[config.mk]
export PLATFORM = sky130hd
export DESIGN_NAME = adder64_arb
export DESIGN_NICKNAME = d
export VERILOG_FILES = /design/src/rtl/adder64_arb.sv
export SDC_FILE = /design/constraint.sdc
export NUM_CORES = 1
export LEC_CHECK = 0
export CORE_AREA = 3 3 232 234
export CTS_BUF_LIST = sky130_fd_sc_hd__clkbuf_8
export DETAILED_ROUTE_END_ITERATION = 10
export DIE_AREA = 0 0 235 237
export PLACE_DENSITY_LB_ADDON = 0.12
export RECOVER_POWER = 50
export SLEW_MARGIN = 15
export SYNTH_ARGS = -nofsm -noshare
export SYNTH_HDL_FRONTEND = slang
export SYNTH_SLANG_ARGS = --single-unit
[constraint.sdc]
create_clock -name clk -period 7.3 [get_ports clk]
set_input_delay 1.095 -clock clk [delete_from_list [all_inputs] [get_ports clk]]
set_output_delay 1.095 -clock clk [all_outputs]
set_load 0.03 [all_outputs]
[src/rtl/adder64_arb.sv]
// Shares one 64-bit adder among NUM_REQ valid/ready requesters with a single-entry result slot.
// Define ADD64_ARB_FIXED_PRIO_EN for lowest-index-wins arbitration instead of round-robin.

module adder64 (
    input  logic [63:0] a_i,
    input  logic [63:0] b_i,
    output logic [63:0] sum_o,
    output logic        carry_o
);
    assign {carry_o, sum_o} = {1'b0, a_i} + {1'b0, b_i};
endmodule

module adder64_arb #(
    parameter int NUM_REQ = 4,
    parameter int ID_W    = $clog2(NUM_REQ)
) (
    input  logic                    clk,
    input  logic                    rst_n,
    input  logic [NUM_REQ-1:0]      req_valid,
    output logic [NUM_REQ-1:0]      req_ready,
    input  logic [NUM_REQ*64-1:0]   req_a,
    input  logic [NUM_REQ*64-1:0]   req_b,
    output logic                    rsp_valid,
    input  logic                    rsp_ready,
    output logic [63:0]             rsp_sum,
    output logic                    rsp_carry,
    output logic [ID_W-1:0]         rsp_id,
    output logic                    busy
);
    logic                          rsp_valid_q, rsp_valid_d;
    logic [63:0]                   sum_q, sum_d;
    logic                          carry_q, carry_d;
    logic [ID_W-1:0]               id_q, id_d;
    logic [NUM_REQ-1:0][ID_W-1:0]  scan_idx;
    logic [ID_W-1:0]               win_id;
    logic                          win_vld;
    logic                          slot_free;
    logic                          accept;
    logic [63:0]                   op_a, op_b, add_sum;
    logic                          add_carry;

    // scan_idx[k] is the requester with k-th highest priority this cycle
`ifdef ADD64_ARB_FIXED_PRIO_EN
    for (genvar k = 0; k < NUM_REQ; k++) begin : g_scan
        assign scan_idx[k] = ID_W'(k);
    end
`else
    logic [ID_W-1:0] ptr_q, ptr_d;

    for (genvar k = 0; k < NUM_REQ; k++) begin : g_scan
        assign scan_idx[k] = ID_W'((int'(ptr_q) + k) % NUM_REQ);
    end
`endif

    always_comb begin
        win_id = '0;
        for (int k = NUM_REQ - 1; k >= 0; k--) begin
            if (req_valid[scan_idx[k]]) win_id = scan_idx[k];
        end
    end

    assign win_vld   = |req_valid;
    assign slot_free = ~rsp_valid_q | rsp_ready;
    assign accept    = rst_n & slot_free & win_vld;

    for (genvar i = 0; i < NUM_REQ; i++) begin : g_rdy
        assign req_ready[i] = rst_n & slot_free & req_valid[i] & (win_id == ID_W'(i));
    end

    assign op_a = req_a[{win_id, 6'd0} +: 64];
    assign op_b = req_b[{win_id, 6'd0} +: 64];

    adder64 u_add (
        .a_i     (op_a),
        .b_i     (op_b),
        .sum_o   (add_sum),
        .carry_o (add_carry)
    );

    always_comb begin
        rsp_valid_d = rsp_valid_q;
        sum_d       = sum_q;
        carry_d     = carry_q;
        id_d        = id_q;
        if (accept) begin
            rsp_valid_d = 1'b1;
            sum_d       = add_sum;
            carry_d     = add_carry;
            id_d        = win_id;
        end else if (rsp_ready) begin
            rsp_valid_d = 1'b0;
        end
    end

    always_ff @(posedge clk or negedge rst_n) begin
        if (!rst_n) begin
            rsp_valid_q <= 1'b0;
            sum_q       <= '0;
            carry_q     <= 1'b0;
            id_q        <= '0;
        end else begin
            rsp_valid_q <= rsp_valid_d;
            sum_q       <= sum_d;
            carry_q     <= carry_d;
            id_q        <= id_d;
        end
    end

`ifndef ADD64_ARB_FIXED_PRIO_EN
    always_comb begin
        ptr_d = ptr_q;
        if (accept)
            ptr_d = (win_id == ID_W'(NUM_REQ - 1)) ? '0 : ID_W'(win_id + 1'b1);
    end

    always_ff @(posedge clk or negedge rst_n) begin
        if (!rst_n) ptr_q <= '0;
        else        ptr_q <= ptr_d;
    end
`endif

    assign rsp_valid = rsp_valid_q;
    assign rsp_sum   = sum_q;
    assign rsp_carry = carry_q;
    assign rsp_id    = id_q;
    assign busy      = rsp_valid_q | (|req_valid);
endmodule

==> results <==
==> worst min path at each step <==
stage / from / to / cells after the start
finish: rsp_sum[45] / rsp_sum[45] / 2
global route: rst_n / rsp_valid / 1
CTS: rst_n / rsp_valid / 1
detailed placement: rsp_sum[22] / rsp_sum[22] / 2
global placement: rsp_sum[14] / rsp_sum[14] / 2
floorplan: ptr_q[0] / ptr_q[0] / 2
==> area by class of cell <==
| cell class | instances | area, sq um | share of cell area |
|---|---|---|---|
| Antenna cell | 6 | 15.0 | 0.000876 |
| Clock buffer | 10 | 138 | 0.00803 |
| Clock inverter | 5 | 83.8 | 0.00489 |
| Inverter | 15 | 66.3 | 0.00387 |
| Multi-Input combinational cell | 1448 | 7980 | 0.466 |
| Sequential cell | 70 | 1750 | 0.102 |
| Tap cell | 688 | 861 | 0.0502 |
| Timing Repair Buffer | 624 | 6240 | 0.364 |
==> sequential cells by signal (all words and copies together) (netlist names) <==
register   count
ptr_q          2
rsp_valid      1
rsp_id         2
rsp_carry      1
rsp_sum       64
==> worst register-to-register path, cell delays in order, from the launching register on <==
cell and delay (ns):
dfrtp_1 0.51, mux2i_1 0.17, a211oi_4 0.43, buf_12 0.31, buf_4 0.20, buf_12 0.22, nand2_1 0.11, and3_1 0.16
a31oi_1 0.23, ha_1 0.39, a21o_1 0.22, a21o_1 0.17, a21oi_1 0.20, o22ai_1 0.13, a2111oi_0 0.86, a31oi_1 0.25
a211oi_1 0.53, o21ai_0 0.24, xnor2_1 0.18, o21ai_0 0.08
==> layout by cell type (no fill, tap or decap), types with 3 or more instances in the layout <==
cell             count
nand3_1             10
buf_4               24
clkbuf_1             3
inv_1               13
nor3b_1              4
clkdlybuf4s50_1    554
o31ai_1              6
nor2b_1              7
and3_1             140
nor2_1              38
ha_1                68
buf_12               7
nand2_1            641
a31oi_1            141
a21oi_1             76
nor3_1              10
o21ai_0             96
dfrtp_1             70
a211o_1              3
o21a_1               8
dlygate4sd3_1       36
clkbuf_8            10
nor4_1               3
mux2i_1              3
nand4_1             18
xnor2_1             33
or3_1                5
diode_2              6
a21o_1              35
o211ai_1             5
o21bai_1            14
or4_1                3
xor2_1              25
and2_1               3
nand2b_1             7
a211oi_1             9
==> layer usage <==
layer / global-route usage / up-vias / part of all wire
met4: 0.0701 / 10 / 0.027
li1: - / 6812 / -
met3: 0.0590 / 66 / 0.072
met5: 0 / - / 0.0011
met2: 0.364 / 539 / 0.47
met1: 0.273 / 6526 / 0.43
==> kinds of logic (layout without fill, tap and decap cells) <==
family                   Yosys count  in the layout
XOR/XNOR                          58             58
buffers and inverters            141            654
AND/OR/NAND/NOR                  894            894
flip-flops                        70             70
AO/OA/AOI/OAI                    423            423
other                              0              6
adder cells (fa/ha/maj)           69             69
multiplexers                       4              4
==> metrics by stage <==
step | util | setup WS (ns) | cells
2_1_floorplan | - | 1.67 | 1659
3_3_place_gp | 0.324 | 0.356 | 2844
3_5_place_dp | 0.324 | 0.323 | 2844
4_1_cts | 0.328 | 0.770 | 2859
5_1_grt | 0.328 | 0.442 | 2864
6_report | 0.328 | 0.818 | 2866
==> where the power goes <==
group	internal [mW]	leakage, nW	switching [mW]	total (mW)
clock	0.201	0.105	0.196	0.396
combinational	2.34	6.39	3.69	6.03
sequential	0.583	0.857	0.116	0.699
total	3.12	7.35	4.00	7.12
==> flow_summary_export.csv <==
group,metric,value,unit
status,outcome,"finished, violations left",
status,violations,"max-capacitance violations, max-slew violations",
drt,vias_per_cell,4.87,
sta,post-route-min-period,6.48,ns
setup_path,rr_endpoint,"rsp_sum[60]",
clock_tree,clkTransAtPathRegs,0.09,ns
synth,synth_flop_cell,"dfrtp_1",
finish,n_fill_cell,5803,
sta,rsz0062_at_grt,"no",
synth,yosys.area_share.xor_xnor,0.0497,
placement,place_hpwl,52200,microns
clock_tree,numCtsBuffers,9,
die,io_pins,592,
min_path,min_path_type,"reg2reg",
grt,grt_pass1_vias,14200,
setup_path,cp_slowest_stage_delay,0.86,ns
synth,synthTopCellsByCount,"nand2_1 (641), a31oi_1 (141), and3_1 (140)",
die,chipHeight,237,microns
die,core_area,52200,sq um
drt,firstDrtPassIters,5,
drt,drtIter0Drc,826,
clock_tree,cts-root-buf,"clkbuf_8",
drt,vias,14000,
die,fp.dieW,235,microns
run,maxCapViolations,2,
placement,place_area,16900,sq um
finish,fin_area,17100,sq um
setup_path,crit_end,"rsp_sum[60]",
drt,drt-total-wl,63300,microns
power_and_ir_drop,vdd_drop_max,0.122,mV
sta,relSlewSlack,-0.841,
synth,synth_edf_count,0,
synth,synthMuxAreaShare,0.00404,
placement,io_buffer_count,591,
clock_tree,post_cts_buffers,0,
synth,yosys-top-cells-area,"nand2_1 (24%), dfrtp_1 (17%), a31oi_1 (8.6%)",
setup_path,r2r_start,"ptr_q[1]",
clock_tree,clockBufferDepth,2,
sta,worst_slew_pin_slew,2.76,ns
clock_tree,clock_latency,0.40,ns
drt,drc,0,
synth,async_reset_ff_frac,1.00,
clock_tree,cts_tree,"built",
drt,avgRoutedWirePerCell,22.1,microns
synth,avgSynthCellArea,6.16,sq um
finish,area_delta_synth_final,67.6,%
power_and_ir_drop,pwr_density_cell,416,nW/um^2
drt,drtAntennaViolNets,0,
grt,grt_pass1_wl,92900,microns
sta,skew,0.00929,ns
setup_path,r2r_slack,1.57,ns
clock_tree,holdBufCountCts,0,
sta,fin_crit_sh,0.888,
sta,fin_setup_tns,0,ns
synth,synth_top_family_by_area,"simple AND/OR/NAND/NOR gates",
synth,synth_compound_area_frac,0.258,
setup_path,critPathBufInv,4,
sta,setup_violations,0,
setup_path,critPathLaunchType,"input pin",
synth,synth.top_cell.area_share,0.235,
die,die_area,55700,sq um
clock_tree,h-tree-depth,3,
synth,ys_seq_elements,70,
finish,fin_nets,2756,
clock_tree,cts_num_sinks,70,
sta,max_freq,154,MHz
setup_path,crit_family,"compound AO/OA/AOI/OAI gates",
grt,grt_start_max_net_pins,89,
setup_path,setup.worst_path.start,"req_valid[1]",
synth,syn_nets,2247,
sta,finalMaxSlewViolations,71,
grt,overflow,0,
setup_path,worstPathRequired,7.56,ns
synth,yosysUniqueCellTypes,59,
die,initial_utilization,0.196,
setup_path,cp_cell_sequence,"clkdlybuf4s50_1, mux2i_1, a211oi_4, buf_12, buf_4, buf_12, nand2_1, and3_1, a31oi_1, ha_1, a21o_1, a21o_1, a21oi_1, o22ai_1, a2111oi_0, a31oi_1, a211oi_1, o21ai_0, xnor2_1, o21ai_0",
sta,holdWs,0.480,ns
die,rows,84,
synth,yosysSeqAreaShare,0.171,
setup_path,worstPathMaxFanout,58,
power_and_ir_drop,total_power,7.12,mW
setup_path,path_depth,20,
clock_tree,cts_resized,0,
power_and_ir_drop,leakage,7.35,nW
setup_path,critPathCaptureType,"flop",
setup_path,worstPathArrival,6.74,ns
setup_path,worst-setup-path-type,"in2reg",
synth,synthSimpleGateAreaFrac,0.380,
setup_path,rr_worst_depth,19,
synth,yosysTopAreaCell,"nand2_1",
finish,drive_gt1_frac,0.0299,
placement,place.gp.congestion,0.904,
synth,yosys.area_share.adder,0.0852,
setup_path,cp_slowest_cell,"a2111oi_0",
grt,gr-usage-all-layers,0.218,
synth,synth_cells,1659,
grt,antenna_found_initial,13,
sta,hold_viol,0,
synth,ys.warnings.count,0,
synth,syn_area,10200,sq um
synth,yosysMostFrequentCell,"nand2_1",
(Power assumes the default switching activity.)
